==> config.mk <==
export PLATFORM = sky130hd
export DESIGN_NAME = fetch_branch_unit
export DESIGN_NICKNAME = d
export VERILOG_FILES = /design/src/rtl/fetch_pkg.sv /design/src/rtl/fetch_fifo.sv /design/src/rtl/fetch_branch_unit.sv
export SDC_FILE = /design/constraint.sdc
export NUM_CORES = 1
export LEC_CHECK = 0
export ABC_AREA = 1
export CORE_MARGIN = 10
export CORE_UTILIZATION = 52
export DETAILED_ROUTE_END_ITERATION = 7
export PLACE_DENSITY_LB_ADDON = 0.15
export SYNTH_ARGS = -nofsm -noshare
export SYNTH_HDL_FRONTEND = slang
export SYNTH_SLANG_ARGS = --single-unit
==> constraint.sdc <==
create_clock -name clk -period 4.5 [get_ports clk]
set_input_delay 0.9 -clock clk [delete_from_list [all_inputs] [get_ports clk]]
set_output_delay 0.9 -clock clk [all_outputs]
set_load 0.03 [all_outputs]
==> src/rtl/fetch_pkg.sv <==
// Shared enums and default constants for the fetch/branch stage.
// Latency: none (types and constants only).
// Backpressure: not applicable.
package fetch_pkg;

    localparam int          DEF_XLEN     = 32;
    localparam logic [31:0] DEF_RESET_PC = 32'h0000_0000;

    typedef enum logic [2:0] {
        BEQ  = 3'b000,
        BNE  = 3'b001,
        BLT  = 3'b100,
        BGE  = 3'b101,
        BLTU = 3'b110,
        BGEU = 3'b111
    } br_funct3_e;

    typedef enum logic [1:0] {
        IDLE  = 2'd0,
        RUN   = 2'd1,
        FLUSH = 2'd2
    } fetch_state_e;

endpackage

==> src/rtl/fetch_fifo.sv <==
// In-order instruction buffer with synchronous clear; DEPTH must be a power of two.
// Latency: a push is visible at the head on the following cycle.
// Backpressure: push is ignored when full, pop is ignored when empty.
module fetch_fifo #(
    parameter  int WIDTH = 64,
    parameter  int DEPTH = 2,
    localparam int AW    = $clog2(DEPTH)
) (
    input  logic             clk,
    input  logic             rst_n,
    input  logic             clr,
    input  logic             push,
    input  logic [WIDTH-1:0] push_dat,
    input  logic             pop,
    output logic [WIDTH-1:0] pop_dat,
    output logic             full,
    output logic             empty,
    output logic [AW:0]      count
);

    logic [WIDTH-1:0] mem [DEPTH];
    logic [AW-1:0]    wr_ptr;
    logic [AW-1:0]    rd_ptr;
    logic             do_push;
    logic             do_pop;

    assign do_push = push && !full;
    assign do_pop  = pop && !empty;
    assign full    = (count == (AW+1)'(DEPTH));
    assign empty   = (count == '0);
    assign pop_dat = mem[rd_ptr];

    always_ff @(posedge clk or negedge rst_n) begin
        if (!rst_n) begin
            wr_ptr <= '0;
            rd_ptr <= '0;
            count  <= '0;
        end else if (clr) begin
            wr_ptr <= '0;
            rd_ptr <= '0;
            count  <= '0;
        end else begin
            if (do_push) wr_ptr <= wr_ptr + AW'(1);
            if (do_pop)  rd_ptr <= rd_ptr + AW'(1);
            count <= count + (AW+1)'(do_push) - (AW+1)'(do_pop);
        end
    end

    always_ff @(posedge clk) begin
        if (do_push && !clr) mem[wr_ptr] <= push_dat;
    end

endmodule

==> src/rtl/fetch_branch_unit.sv <==
// Fetch stage with B-type branch resolution; BRANCH_PERF_EN adds branch counters.
// Latency: memory latency + 1 cycle from request to id_valid_o; redirect is combinational.
// Backpressure: requests throttled so outstanding + buffered never exceeds FIFO_DEPTH.
module fetch_branch_unit
    import fetch_pkg::*;
#(
    parameter int              XLEN       = DEF_XLEN,
    parameter logic [XLEN-1:0] RESET_PC   = XLEN'(DEF_RESET_PC),
    parameter int              FIFO_DEPTH = 2
) (
    input  logic            clk,
    input  logic            rst_n,
    output logic            imem_req_o,
    output logic [XLEN-1:0] imem_addr_o,
    input  logic            imem_rdy_i,
    input  logic            imem_rvalid_i,
    input  logic [31:0]     imem_rdata_i,
    output logic            id_valid_o,
    output logic [31:0]     id_instr_o,
    output logic [XLEN-1:0] id_pc_o,
    input  logic            id_ready_i,
    input  logic            br_valid_i,
    input  logic [2:0]      br_funct3_i,
    input  logic [XLEN-1:0] br_rs1_i,
    input  logic [XLEN-1:0] br_rs2_i,
    input  logic [XLEN-1:0] br_pc_i,
    input  logic [12:0]     br_imm_i,
`ifdef BRANCH_PERF_EN
    output logic [31:0]     br_total_cnt_o,
    output logic [31:0]     br_taken_cnt_o,
`endif
    output logic            redirect_o,
    output logic [XLEN-1:0] br_target_o
);

    localparam int CW = $clog2(FIFO_DEPTH) + 1;

    typedef struct packed {
        logic [31:0]     instr;
        logic [XLEN-1:0] pc;
    } fetch_ent_t;

    fetch_state_e    state;
    logic [XLEN-1:0] pc;
    logic [XLEN-1:0] resp_pc;
    logic [CW-1:0]   outstanding;
    logic [CW-1:0]   outstanding_nxt;
    logic [CW-1:0]   fifo_count;
    logic            fifo_full;
    logic            fifo_empty;
    logic            accept;
    logic            push;
    logic            cond;
    logic            taken;
    logic [XLEN-1:0] target;
    fetch_ent_t      push_ent;
    fetch_ent_t      head_ent;

    always_comb begin
        cond = 1'b0;
        case (br_funct3_i)
            BEQ:     cond = (br_rs1_i == br_rs2_i);
            BNE:     cond = (br_rs1_i != br_rs2_i);
            BLT:     cond = ($signed(br_rs1_i) <  $signed(br_rs2_i));
            BGE:     cond = ($signed(br_rs1_i) >= $signed(br_rs2_i));
            BLTU:    cond = (br_rs1_i <  br_rs2_i);
            BGEU:    cond = (br_rs1_i >= br_rs2_i);
            default: cond = 1'b0;
        endcase
    end

    assign taken       = br_valid_i && cond;
    assign target      = (br_pc_i + {{(XLEN-13){br_imm_i[12]}}, br_imm_i}) & {{(XLEN-1){1'b1}}, 1'b0};
    assign redirect_o  = taken;
    assign br_target_o = br_valid_i ? target : '0;

    assign imem_addr_o     = pc;
    assign imem_req_o      = (state == RUN) &&
                             (({1'b0, outstanding} + {1'b0, fifo_count}) < (CW+1)'(FIFO_DEPTH));
    assign accept          = imem_req_o && imem_rdy_i;
    assign outstanding_nxt = outstanding + CW'(accept) - CW'(imem_rvalid_i);

    // Responses are in order and every wrong-path one is discarded, so resp_pc
    // only needs to advance on kept pushes and follow the target on a redirect.
    assign push     = imem_rvalid_i && (state == RUN) && !taken && !fifo_full;
    assign push_ent = '{instr: imem_rdata_i, pc: resp_pc};

    fetch_fifo #(
        .WIDTH ($bits(fetch_ent_t)),
        .DEPTH (FIFO_DEPTH)
    ) u_fifo (
        .clk      (clk),
        .rst_n    (rst_n),
        .clr      (taken),
        .push     (push),
        .push_dat (push_ent),
        .pop      (id_ready_i),
        .pop_dat  (head_ent),
        .full     (fifo_full),
        .empty    (fifo_empty),
        .count    (fifo_count)
    );

    assign id_valid_o = !fifo_empty;
    assign id_instr_o = fifo_empty ? '0 : head_ent.instr;
    assign id_pc_o    = fifo_empty ? '0 : head_ent.pc;

    // In FLUSH the outstanding count doubles as the drop counter.
    always_ff @(posedge clk or negedge rst_n) begin
        if (!rst_n) begin
            state       <= IDLE;
            pc          <= RESET_PC;
            resp_pc     <= RESET_PC;
            outstanding <= '0;
        end else begin
            outstanding <= outstanding_nxt;
            if (taken) begin
                pc      <= target;
                resp_pc <= target;
            end else begin
                if (accept) pc      <= pc + XLEN'(4);
                if (push)   resp_pc <= resp_pc + XLEN'(4);
            end
            case (state)
                IDLE:    state <= RUN;
                default: state <= ((taken || state == FLUSH) && outstanding_nxt != '0) ? FLUSH : RUN;
            endcase
        end
    end

`ifdef BRANCH_PERF_EN
    always_ff @(posedge clk or negedge rst_n) begin
        if (!rst_n) begin
            br_total_cnt_o <= '0;
            br_taken_cnt_o <= '0;
        end else begin
            if (br_valid_i && br_total_cnt_o != '1) br_total_cnt_o <= br_total_cnt_o + 32'd1;
            if (taken && br_taken_cnt_o != '1)      br_taken_cnt_o <= br_taken_cnt_o + 32'd1;
        end
    end
`endif

endmodule

# Word level (Yosys, flattened, before mapping)
# Memory sizes are Yosys's and may differ from the RTL's.
# Cells that the tools add are included.
# word_totals
wordCells	72
ram_bits	128
n_memories	1
ff_bits	72
in_bits	150
output_inout_bits	131
# memory_table
name	depth	width	read_ports	rd_ports_with_merged_regs	write_ports	line	rtl
u_fifo.mem	2	64	1	0	1	fetch_fifo.sv:21	logic [WIDTH-1:0] mem [DEPTH];
# classes
add_sub_neg	10
eq_ne	10
n_reduce_logical	22
muxes	17
magnitude_cmp	5
# op_table
op	n
$mux W32	7
$add A32 B3 Y32 const B	2
$ge A32 B32 Y1	2
$lt A32 B32 Y1	2
$add A32 B32 Y32	1
$eq A32 B32 Y1	1
$ne A32 B32 Y1	1
$eq A3 B3 Y1 const B	4
$logic_and A1 B1 Y1	10
$reduce_bool A2 Y1	5
$mux W1	6
$mux W2	3
$pmux W1 S6	1
$add A2 B1 Y2	2
$eq A2 B2 Y1 const B	2
$logic_not A2 Y1	2
$sub A2 B1 Y2	2
$add A2 B2 Y3	1
$eq A3 B1 Y1 const B	1
$logic_not A1 Y1	3
$logic_not A3 Y1	1
$lt A3 B2 Y1 const B	1
$add A1 B1 Y1 const B	2
$eq A2 B1 Y1 const B	1
$logic_or A1 B1 Y1	1

# Longest topological paths before layout
# Gate-level depths: netlist of run 1.
# logic_depth
depth_word	10
depth_mapped	24
mapped_depth_nobuf	23

# Cells and area by module
# From an unflattened synthesis of run 1, not the netlist that was laid out.
# hier_totals
hier_cells	1769
area_unflattened_um2	13187.6
# by_module_without_submodules
mod	seq_area_each_um2	area_per_inst_um2	instances	cells_each
fetch_branch_unit	1651.6	8281.7	1	1399
fetch_fifo	3943.8	4906.0	1	370

# Least setup slack after synthesis of run 1
# OpenSTA, ideal clock, no wires.
# synth_path
path_kind	input -> register
start	input br_rs2_i[31]
end	memory u_fifo.mem[0][10], enable pin
arrival_time_ps	5235
setup_ps	484
path_stages	17
required_time_ps	4016
n_path_buf	1
path_slack_ps	-1219
cell_sequence	inv_1 -> ha_1 -> nand2_1 -> nor2_2 -> nand2_1 -> nor3b_2 -> nand2_1 -> nand2_1 -> o21ai_1 -> inv_1 -> nand2_2 -> nor2_4 -> nand3_4 -> nand2_4 -> buf_4 -> nand2_1 -> nor2_1
# synth_between
elab_chain_len	10
word_cells_on_any_way	15
cone_classes	4 x order compare; 2 x eq/ne; 3 x mux; 6 x reduce/logical
# synth_rtl
item	line	rtl
start: declaration	fetch_branch_unit.sv:25	input logic [XLEN-1:0] br_rs2_i,
$ge A32 B32 Y1 (tied with other cells)	fetch_branch_unit.sv:67	BGEU: cond = (br_rs1_i >= br_rs2_i);
$pmux W1 S6 *	fetch_branch_unit.sv:61	case (br_funct3_i)
$logic_and A1 B1 Y1 *	fetch_branch_unit.sv:72	assign taken = br_valid_i && cond;
$logic_not A1 Y1 *	fetch_fifo.sv:50, fetch_branch_unit.sv:85	
$logic_and A1 B1 Y1 (2 in series)	fetch_branch_unit.sv:85	assign push = imem_rvalid_i && (state == RUN) && !taken && !fifo_full;
$logic_and A1 B1 Y1	fetch_fifo.sv:27	assign do_push = push && !full;
$logic_and A1 B1 Y1 *	fetch_fifo.sv:50	if (do_push && !clr) mem[wr_ptr] <= push_dat;
$mux W1 *	fetch_fifo.sv:50	
$mux W1 (not written as such) *	fetch_fifo.sv:50	
end: declaration	fetch_fifo.sv:21	
# Mark *: on every way between the ends. The rest lies on a longest branch, timed or not.

# Final worst setup path of run 1
# layout_path
start	input br_imm_i[12]
end	output br_target_o[26]
# layout_between
elab_chain_len	2
# layout_rtl
item	line	rtl
start: declaration	fetch_branch_unit.sv:27	input logic [12:0] br_imm_i,
$add A32 B32 Y32	fetch_branch_unit.sv:73	assign target = (br_pc_i + {{(XLEN-13){br_imm_i[12]}}, br_imm_i}) & {{(XLEN-1){1'b1}}, 1'b0};
$mux W32	fetch_branch_unit.sv:75	assign br_target_o = br_valid_i ? target : '0;
end: declaration	fetch_branch_unit.sv:33	output logic [XLEN-1:0] br_target_o
# No other way between the ends.

==> reports/metrics.yaml, run 1 <==
setup_viol: 0
antenna_found_initial: 0
yosysWarnings: 0
power_frac_seq_pct: 32.9
chipWidth_um: 175.0
timing_hold_violations_final: 0
synth-async-reset-ratio_pct: 35.71
p_leak_nw: 7.543
routedWlPerCell_um: 16.37
hold_depth: 2
netlist_top_cells_area: "edfxtp_1 (30%), nand2_1 (18%), dfrtp_1 (14%), ha_1 (6.8%), a21oi_1 (5.9%)"
die_height_um: 175.0
muxShareOfSynthArea_pct: 0.08017
ant_nets: 0
synth_adder_area_share_pct: 7.135
clock-root-buffer: "clkbuf_16"
hold_path_startpoint: "imem_addr_o[1]"
gp_congestion: 0.9624
synth_enable_flop_cells: 126
grt_max_degree: 59
postCtsSetupRepairBufs: 0
min_period_ps: 4350
layout_common_cells: "nand2_1 (612), clkdlybuf4s50_1 (251), inv_1 (186), a21oi_1 (146), edfxtp_1 (126)"
rr_worst_depth: 15
synth_top_family_by_area: "simple AND/OR/NAND/NOR gates"
fin_skew_ps: 10.70
drc: 0
grt_pass1_wl_um: 58250
antennaDiodeCount: 0
routed_wl_um: 36710
yosys.area.top_type_share_pct: 30.30
synth_xor_area_share_pct: 2.876
p_per_area_nw_per_um2: 560.9
final_max_slew_viol_count: 0
r2r_start: "u_fifo.count[0]"
cp-end-kind: "primary output"
crit_arrival_ps: 3450
slew_headroom_pct: 42.02
worst-path-max-fanout: 20
groute.usage.overall_pct: 23.34
hpwl_um: 28210
fin_cells: 2243
status: "finished clean"
syn_area_sq_um: 12490
grt-ovfl-total: 0
rows: 56
core-area_sq_um: 23540
start_kind: "input pin"
vias_per_cell: 5.244
avgSynthCellArea_sq_um: 7.613
io_pins: 281
htree_levels: 4
num_vias: 11760
synth-simple-area-share_pct: 28.54
drive_gt1_share_pct: 5.457
numCtsBuffers: 17
port_buffers: 277
power_switching_mw: 4.098
layout_commonest_cell: "nand2_1"
synth-compound-area-share_pct: 9.330
fin_hold_ws_ps: 488.2
area_delta_synth_final_pct: 30.80
cts.clk_slew.worst_paths_ps: 70
cp-startpoint: "br_imm_i[12]"
numClockSinks: 196
power_switching_share_pct: 44.73
p_clk_share_pct: 16.7
dpl.cell_count: 2211
reg2reg_slack_ps: 1540
min_to: "imem_addr_o[1]"
drt_iter0_markers: 950
initial_core_util_pct: 53.03
hp-class: "reg2reg"
cts_buffer_depth: 2
synthCells: 1640
cts_tree: "done"
insertion_delay_ps: 440
post-route-period-util_pct: 96.67
dieArea_sq_um: 30610
layout.nets: 2131
worstReg2RegEnd: "state[0]"
grt_pass1_vias: 11460
fin_util_pct: 69.37
vdd_drop_max_uv: 320.0
max_freq_mhz: 229.9
drv_cap: 0
worstMarginPinSlew_ps: 867.6
seq_area_frac_synth_pct: 44.33
intPower_mw: 5.063
pwr-share-comb_pct: 50.4
worstSetupPathType: "in2out"
synth_top_cell_by_area: "edfxtp_1"
firstDrtPassIters: 7
ys_ff_latch: 196
synth_cell_types: 45
ys.flop_type: "edfxtp_1"
critPathRequiredTime_ps: 3600
## Yosys cell counts (all sizes together), types with 17 or more instances
master	number
o21ai	49
nor3	28
xnor2	17
xor2	24
nor2	114
inv	188
a21oi	147
clkbuf	28
edfxtp	126
dfrtp	70
buf	19
nand2	616
ha	68
nand3	78
## flip-flops by register name, summed over array words and instances, names as in the netlist
name / count
u_fifo.wr_ptr: 1
u_fifo.rd_ptr: 1
u_fifo.mem: 126
u_fifo.count: 2
outstanding: 2
resp_pc: 31
imem_addr_o: 31
state: 2
## critical path, cell delays in order
cell,delay [ps]
clkdlybuf4s50_1,440
buf_12,170
ha_1,360
nand2_1,110
o21ai_0,490
a21oi_1,130
inv_1,120
nand2_1,60
nand3_1,100
o21ai_0,80
a21oi_1,320
buf_12,170
## layer usage
| layer | GRT usage, % | up-vias | wire, um |
|---|---|---|---|
| met5 | 0 | - | 0 |
| met4 | 6.182 | 0 | 740 |
| met3 | 6.747 | 46 | 3086 |
| met2 | 38.32 | 432 | 17290 |
| met1 | 29.51 | 5411 | 15590 |
| li1 | - | 5874 | - |
## per-stage QoR
| step | total power, mW | setup TNS [ps] | area [sq um] | setup WS [ps] |
|---|---|---|---|---|
| after floorplan | 5.796 | -22660 | 12500 | -179.8 |
| after global placement | 7.547 | 0 | 15690 | 161.1 |
| after detailed placement | 7.657 | 0 | 15690 | 74.39 |
| after CTS | 9.202 | 0 | 16280 | 62.00 |
| after global routing | 9.769 | -17.40 | 16330 | -10.88 |
| final | 9.161 | 0 | 16330 | 149.8 |
## layout make-up
type / instances / area [sq um]
fillers: 2027 / 7211
multi-input cells: 1209 / 6065
flip-flops and latches: 196 / 5537
repair buffers: 297 / 3015
inverters: 190 / 716.9
clock buffers: 17 / 425.4
well taps: 319 / 399.1
clock inverters: 15 / 173.9
## kinds of logic (layout without fill, tap and decap cells)
logic type               after synthesis  in the layout
multiplexers                           1              1
AND/OR/NAND/NOR                      873            873
adder cells (fa/ha/maj)               70             70
XOR/XNOR                              41             41
buffers and inverters                237            519
AO/OA/AOI/OAI                        221            221
flip-flops                           196            196
other                                  1              3
## timing repair
item / in CTS / in global routing
endpoints found under the hold margin: 0 / 0
gates resized for setup: 0 / 14
hold buffers: 0 / 0
endpoints found under the setup margin: 0 / 15
## power groups by stage
stage,Clock [mW],Sequential (mW),Combinational [mW]
global route,1.61,3.09,5.07
CTS,1.55,3.01,4.65
global placement,0,3.01,4.54
floorplan,0,3.08,2.72
detailed placement,0,3.04,4.62
finish,1.53,3.02,4.62
## how the worst max path moves through the flow
stage	depth (start not counted)	end	slack, ps
finish	12	br_target_o[26]	150
global route	11	br_target_o[17]	-10
CTS	13	br_target_o[8]	60
detailed placement	13	br_target_o[8]	70
global placement	9	br_target_o[10]	160
floorplan	17	u_fifo.mem[0][10]	-180
(Power assumes the default switching activity.)
==> run 2: changes to the inputs <==
- SETUP_SLACK_MARGIN: unset -> 0.1
==> run 2 against run 1 <==
  * Clock skew up 1.7 ps
  * Worst hold slack about the same
  * Die area is the same
  * Count of clock-buffer cells in the layout stayed put
==> reports/metrics.yaml, run 2 (same netlist as run 1, synthesis figures left out) <==
status: "finished clean"
rows: 56
dieArea_sq_um: 30610
pre_cts_ws_ps: 74.39
routed_wl_um: 36830
max_freq_mhz: 233.1
fillers: 2016
port_buffers: 277
hold_path_startpoint: "imem_addr_o[1]"
die_height_um: 175.0
gp_congestion: 0.9624
seq_area_sq_um: 5537
post-route-period-util_pct: 95.33
min_period_ps: 4290
hpwl_um: 28210
design_area_sq_um: 16370
area_delta_synth_final_pct: 31.14
hold_depth: 2
drt_iter0_markers: 1012
min_to: "imem_addr_o[1]"
clock-root-buffer: "clkbuf_16"
numCtsBuffers: 17
finalWorstSetupSlack_ps: 210.0
core-area_sq_um: 23540
drv_cap: 0
r2r_start: "u_fifo.count[0]"
initial_core_util_pct: 53.03
multi_input_area_sq_um: 6107
postCtsSetupRepairBufs: 0
insertion_delay_ps: 440
drive_gt1_share_pct: 5.977
io_pins: 281
ant_nets: 0
groute.usage.overall_pct: 23.34
worstSetupPathType: "in2out"
slew_headroom_pct: 43.03
hp-class: "reg2reg"
layout.nets: 2131
reg2reg_slack_ps: 1530
timing_hold_violations_final: 0
setup_viol: 0
antennaDiodeCount: 0
fin_skew_ps: 12.39
rsz0062_at_grt: "true"
start_kind: "input pin"
cp-end-kind: "primary output"
layout_commonest_cell: "nand2_1"
routedWlPerCell_um: 16.42
grt_pass1_wl_um: 58250
htree_levels: 4
antenna_found_initial: 0
worst-path-max-fanout: 20
cts.clk_slew.worst_paths_ps: 70
p_leak_nw: 7.541
grt-ovfl-total: 0
layout_common_cells: "nand2_1 (610), clkdlybuf4s50_1 (250), inv_1 (186), a21oi_1 (145), edfxtp_1 (126)"
worstReg2RegEnd: "state[0]"
chipWidth_um: 175.0
drc: 0
vias_per_cell: 5.268
numClockSinks: 196
largest_reg_flops: 126
dpl_cell_area_sq_um: 15690
grt_max_degree: 59
cts_buffer_depth: 2
ctsHoldBuffers: 0
p_per_area_nw_per_um2: 560.1
firstDrtPassIters: 5
final_max_slew_viol_count: 0
rr_worst_depth: 15
critPathRequiredTime_ps: 3600
vdd_drop_max_uv: 320.1
worstMarginPinSlew_ps: 852.6
cts_tree: "done"
grt_pass1_vias: 11460
num_vias: 11820
crit_arrival_ps: 3390
top_register: "u_fifo.mem"
run 2: worst max-delay path by stage:
stage / to / startpoint / slack, ps
after floorplan: u_fifo.mem[0][10] / br_rs2_i[31] / -180
after global placement: br_target_o[10] / br_pc_i[9] / 160
after detailed placement: br_target_o[8] / br_imm_i[0] / 70
after CTS: br_target_o[28] / br_imm_i[0] / 90
after global routing: br_target_o[24] / br_imm_i[12] / 40
final: br_target_o[24] / br_imm_i[12] / 210
run 2: metrics by stage:
stage	util [%]	TNS (ps)	hold slack (ps)	total power, mW	instances
floorplan	-	-22660	440.2	5.796	1642
global placement	66.62	0	468.2	7.547	2211
detailed placement	66.62	0	474.7	7.657	2211
CTS	69.16	0	492.0	9.201	2243
global route	69.55	0	511.3	9.776	2243
finish	69.55	0	488.1	9.170	2243
run 2: area by class of cell:
cell class / instances / area share (%)
clock inverter: 15 / 1.062
sequential: 196 / 33.81
timing repair buffer: 297 / 18.41
clock buffer: 17 / 2.598
inverter: 190 / 4.379
multi-input combinational: 1209 / 37.30
tap: 319 / 2.438
run 2: power breakdown:
group	internal, mW	switching [mW]	total, mW
combinational	1.71	2.92	4.63
sequential	2.52	0.494	3.02
clock	0.834	0.691	1.53
total	5.07	4.10	9.17
run 2: metal layers:
metal  share of wire, %  GRT usage (%)  vias to the layer above
met2                 47          38.32                      467
li1                   -              -                     5872
met4                2.0          6.182                        0
met1                 42          29.51                     5430
met5                  0              0                        -
met3                8.8          6.747                       47
run 2: repair_timing:
| item | CTS | global route |
|---|---|---|
| setup endpoints to repair | 2 | 20 |
| pin swaps | 0 | 3 |
| gates resized for setup | 1 | 24 |
run 2: critical path, cell delays in order:
cell and delay, ps:
clkdlybuf4s50_1 500, buf_12 170, ha_1 300, a21oi_1 250, o21ai_0 200, a21oi_1 260
o2111ai_1 230, nand2_1 120, nand2_1 50, nor2_1 240, buf_12 160
==> run 3: changes to the inputs <==
--- a/config.mk
+++ b/config.mk
@@ -9,7 +9,9 @@
 export CORE_MARGIN = 10
 export CORE_UTILIZATION = 52
+export CTS_CLUSTER_DIAMETER = 120
 export DETAILED_ROUTE_END_ITERATION = 7
 export PLACE_DENSITY_LB_ADDON = 0.15
 export SETUP_SLACK_MARGIN = 0.1
+export SLEW_MARGIN = 20
 export SYNTH_ARGS = -nofsm -noshare
 export SYNTH_HDL_FRONTEND = slang
==> constraint.sdc (replaced) <==
create_clock -name clk -period 4.5 [get_ports clk]
set_input_delay 0.9 -clock clk [delete_from_list [all_inputs] [get_ports clk]]
set_output_delay 0.9 -clock clk [all_outputs]
set_load 0.005 [all_outputs]
==> run 3 against run 2 <==
  * Combinational power decreased by 17%
  * Global-route usage increased by 0.77 points
  * Register-to-register slack got worse by 80 ps
  * Largest cell class unchanged
  * Critical path type unchanged
  * Largest power group unchanged
==> reports/metrics.yaml, run 3 (same netlist as run 1, synthesis figures left out) <==
ant_nets: 0
drc: 0
dieArea_sq_um: 30610
final_max_slew_viol_count: 0
cp_top_family: "buffers and inverters"
num_vias: 12050
status: "finished clean"
p_leak_nw: 7.918
worstReg2RegEnd: "state[0]"
finalPower_mw: 8.373
layout_commonest_cell: "nand2_1"
die_height_um: 175.0
antenna_found_initial: 0
start_kind: "input pin"
rows: 56
layout_common_cells: "nand2_1 (607), clkdlybuf4s50_1 (258), inv_1 (186), a21oi_1 (135), edfxtp_1 (126)"
cp-startpoint: "br_pc_i[2]"
vias_per_cell: 5.234
grt_pass1_wl_um: 60600
drt_iter0_markers: 923
grt_pass1_vias: 12100
drv_cap: 0
rr_worst_depth: 15
design_area_sq_um: 16940
worstSetupPathType: "in2out"
hp-class: "reg2reg"
fin_skew_ps: 8.645
gr-usage-met2_pct: 41.54
multi_input_area_sq_um: 6222
fillers: 1872
grt-ovfl-total: 0
min_period_ps: 4315
core-area_sq_um: 23540
cp.depth: 12
setup_viol: 0
grt_max_degree: 70
r2r_start: "u_fifo.count[0]"
fin_util_pct: 71.94
io_pins: 281
drive_gt1_share_pct: 8.770
firstDrtPassIters: 7
hpwl_um: 28550
largest_reg_flops: 126
grt_busiest_layer: "met2"
critPathRequiredTime_ps: 3600
area_delta_synth_final_pct: 35.65
insertion_delay_ps: 430
crit_end: "br_target_o[15]"
post-route-period-util_pct: 95.90
rsz0062_at_grt: "true"
slew_headroom_pct: 38.40
numClockSinks: 196
worst-path-max-fanout: 5
pre_cts_ws_ps: -81.01
crit_buf_inv: 4
seq_area_sq_um: 5537
port_buffers: 277
reg2reg_slack_ps: 1450
routedWlPerCell_um: 16.37
routed_wl_um: 37690
use_met3_pct: 7.070
timing_hold_violations_final: 0
crit_arrival_ps: 3420
cpPeakStageDelay_ps: 530
cp-end-kind: "primary output"
numCtsBuffers: 17
max_freq_mhz: 231.7
antennaDiodeCount: 0
clock-root-buffer: "clkbuf_16"
cts_buffer_depth: 2
cts.clk_slew.worst_paths_ps: 70
use_met1_pct: 29.05
initial_core_util_pct: 53.03
critPathSlowestCell: "clkdlybuf4s50_1"
layout.nets: 2192
top_register: "u_fifo.mem"
cts_tree: "done"
chipWidth_um: 175.0
gp_congestion: 0.9494
crit_chain: "clkdlybuf4s50_1 -> ha_1 -> buf_4 -> a21oi_1 -> o21ai_2 -> a21oi_2 -> o21ai_2 -> buf_4 -> nand2_1 -> nand2_2 -> a21oi_2 -> clkdlybuf4s50_1"
p_per_area_nw_per_um2: 494.4
worstMarginPinSlew_ps: 923.9
groute.usage.overall_pct: 24.10
finalWorstSetupSlack_ps: 184.6
htree_levels: 4
vdd_drop_max_uv: 347.3
dpl_cell_area_sq_um: 16020
## run 3: cell types whose count changed in the layout (fill, tap and decap cells not counted), sizes merged
| cell | before | now |
|---|---|---|
| clkinvlp | 3 | 1 |
| inv | 193 | 194 |
| bufbuf | 0 | 1 |
| dlymetal6s2s | 2 | 8 |
| buf | 44 | 81 |
| dlygate4sd2 | 1 | 10 |
| clkdlybuf4s50 | 250 | 258 |
## run 3: how the worst min path moves through the flow
| stage | from | endpoint | slack [ps] | depth (start not counted) |
|---|---|---|---|---|
| 6_report | imem_addr_o[1] | imem_addr_o[1] | 490 | 2 |
| 5_1_grt | resp_pc[1] | u_fifo.mem[1][1] | 510 | 0 |
| 4_1_cts | resp_pc[1] | u_fifo.mem[0][1] | 490 | 0 |
| 3_5_place_dp | resp_pc[1] | u_fifo.mem[0][1] | 470 | 0 |
| 3_3_place_gp | resp_pc[1] | u_fifo.mem[0][1] | 470 | 0 |
| 2_1_floorplan | resp_pc[20] | u_fifo.mem[0][20] | 440 | 0 |
## run 3: what timing repair did
action,CTS,global route
cloned,1,0
resized for setup,31,37
buffers inserted,2,6
hold buffers,0,0
setup endpoints to repair,21,16
pin swaps,6,6
## run 3: routing by layer
metal	wire, um	part of all wire [%]
met2	18070	48
met4	621	1.6
met1	15460	41
met5	0	0
met3	3538	9.4
## run 3: area by class of cell
cell class / count / area share (%)
timing repair buffer: 358 / 20.34
clock buffer: 17 / 2.512
clock inverter: 14 / 1.130
tap: 319 / 2.357
sequential: 196 / 32.69
inverter: 190 / 4.233
multi-input combinational: 1209 / 36.74
## run 3: worst register-to-register path, delay by kind of cell (launching register included)
kind | cells | cell delay, ps
adders and majority gates | 3 | 960
xor gates and xnor gates | 2 | 290
buffers and inverters | 5 | 470
and+or+nand+nor | 3 | 570
AOI/OAI and AO/OA | 2 | 220
DFF | 1 | 420
## run 3: through the flow
| stage | setup TNS [ps] | std cells | hold WS, ps |
|---|---|---|---|
| 2_1_floorplan | -22660 | 1642 | 440.2 |
| 3_3_place_gp | -207.1 | 2263 | 465.1 |
| 3_5_place_dp | -431.1 | 2263 | 470.6 |
| 4_1_cts | 0 | 2297 | 493.5 |
| 5_1_grt | 0 | 2303 | 511.0 |
| 6_report | 0 | 2303 | 489.2 |
## run 3: power breakdown
| group | switching, mW | internal (mW) | leakage [nW] |
|---|---|---|---|
| logic | 2.07 | 1.76 | 5.58 |
| registers | 0.457 | 2.52 | 2.04 |
| clock network | 0.713 | 0.848 | 0.299 |
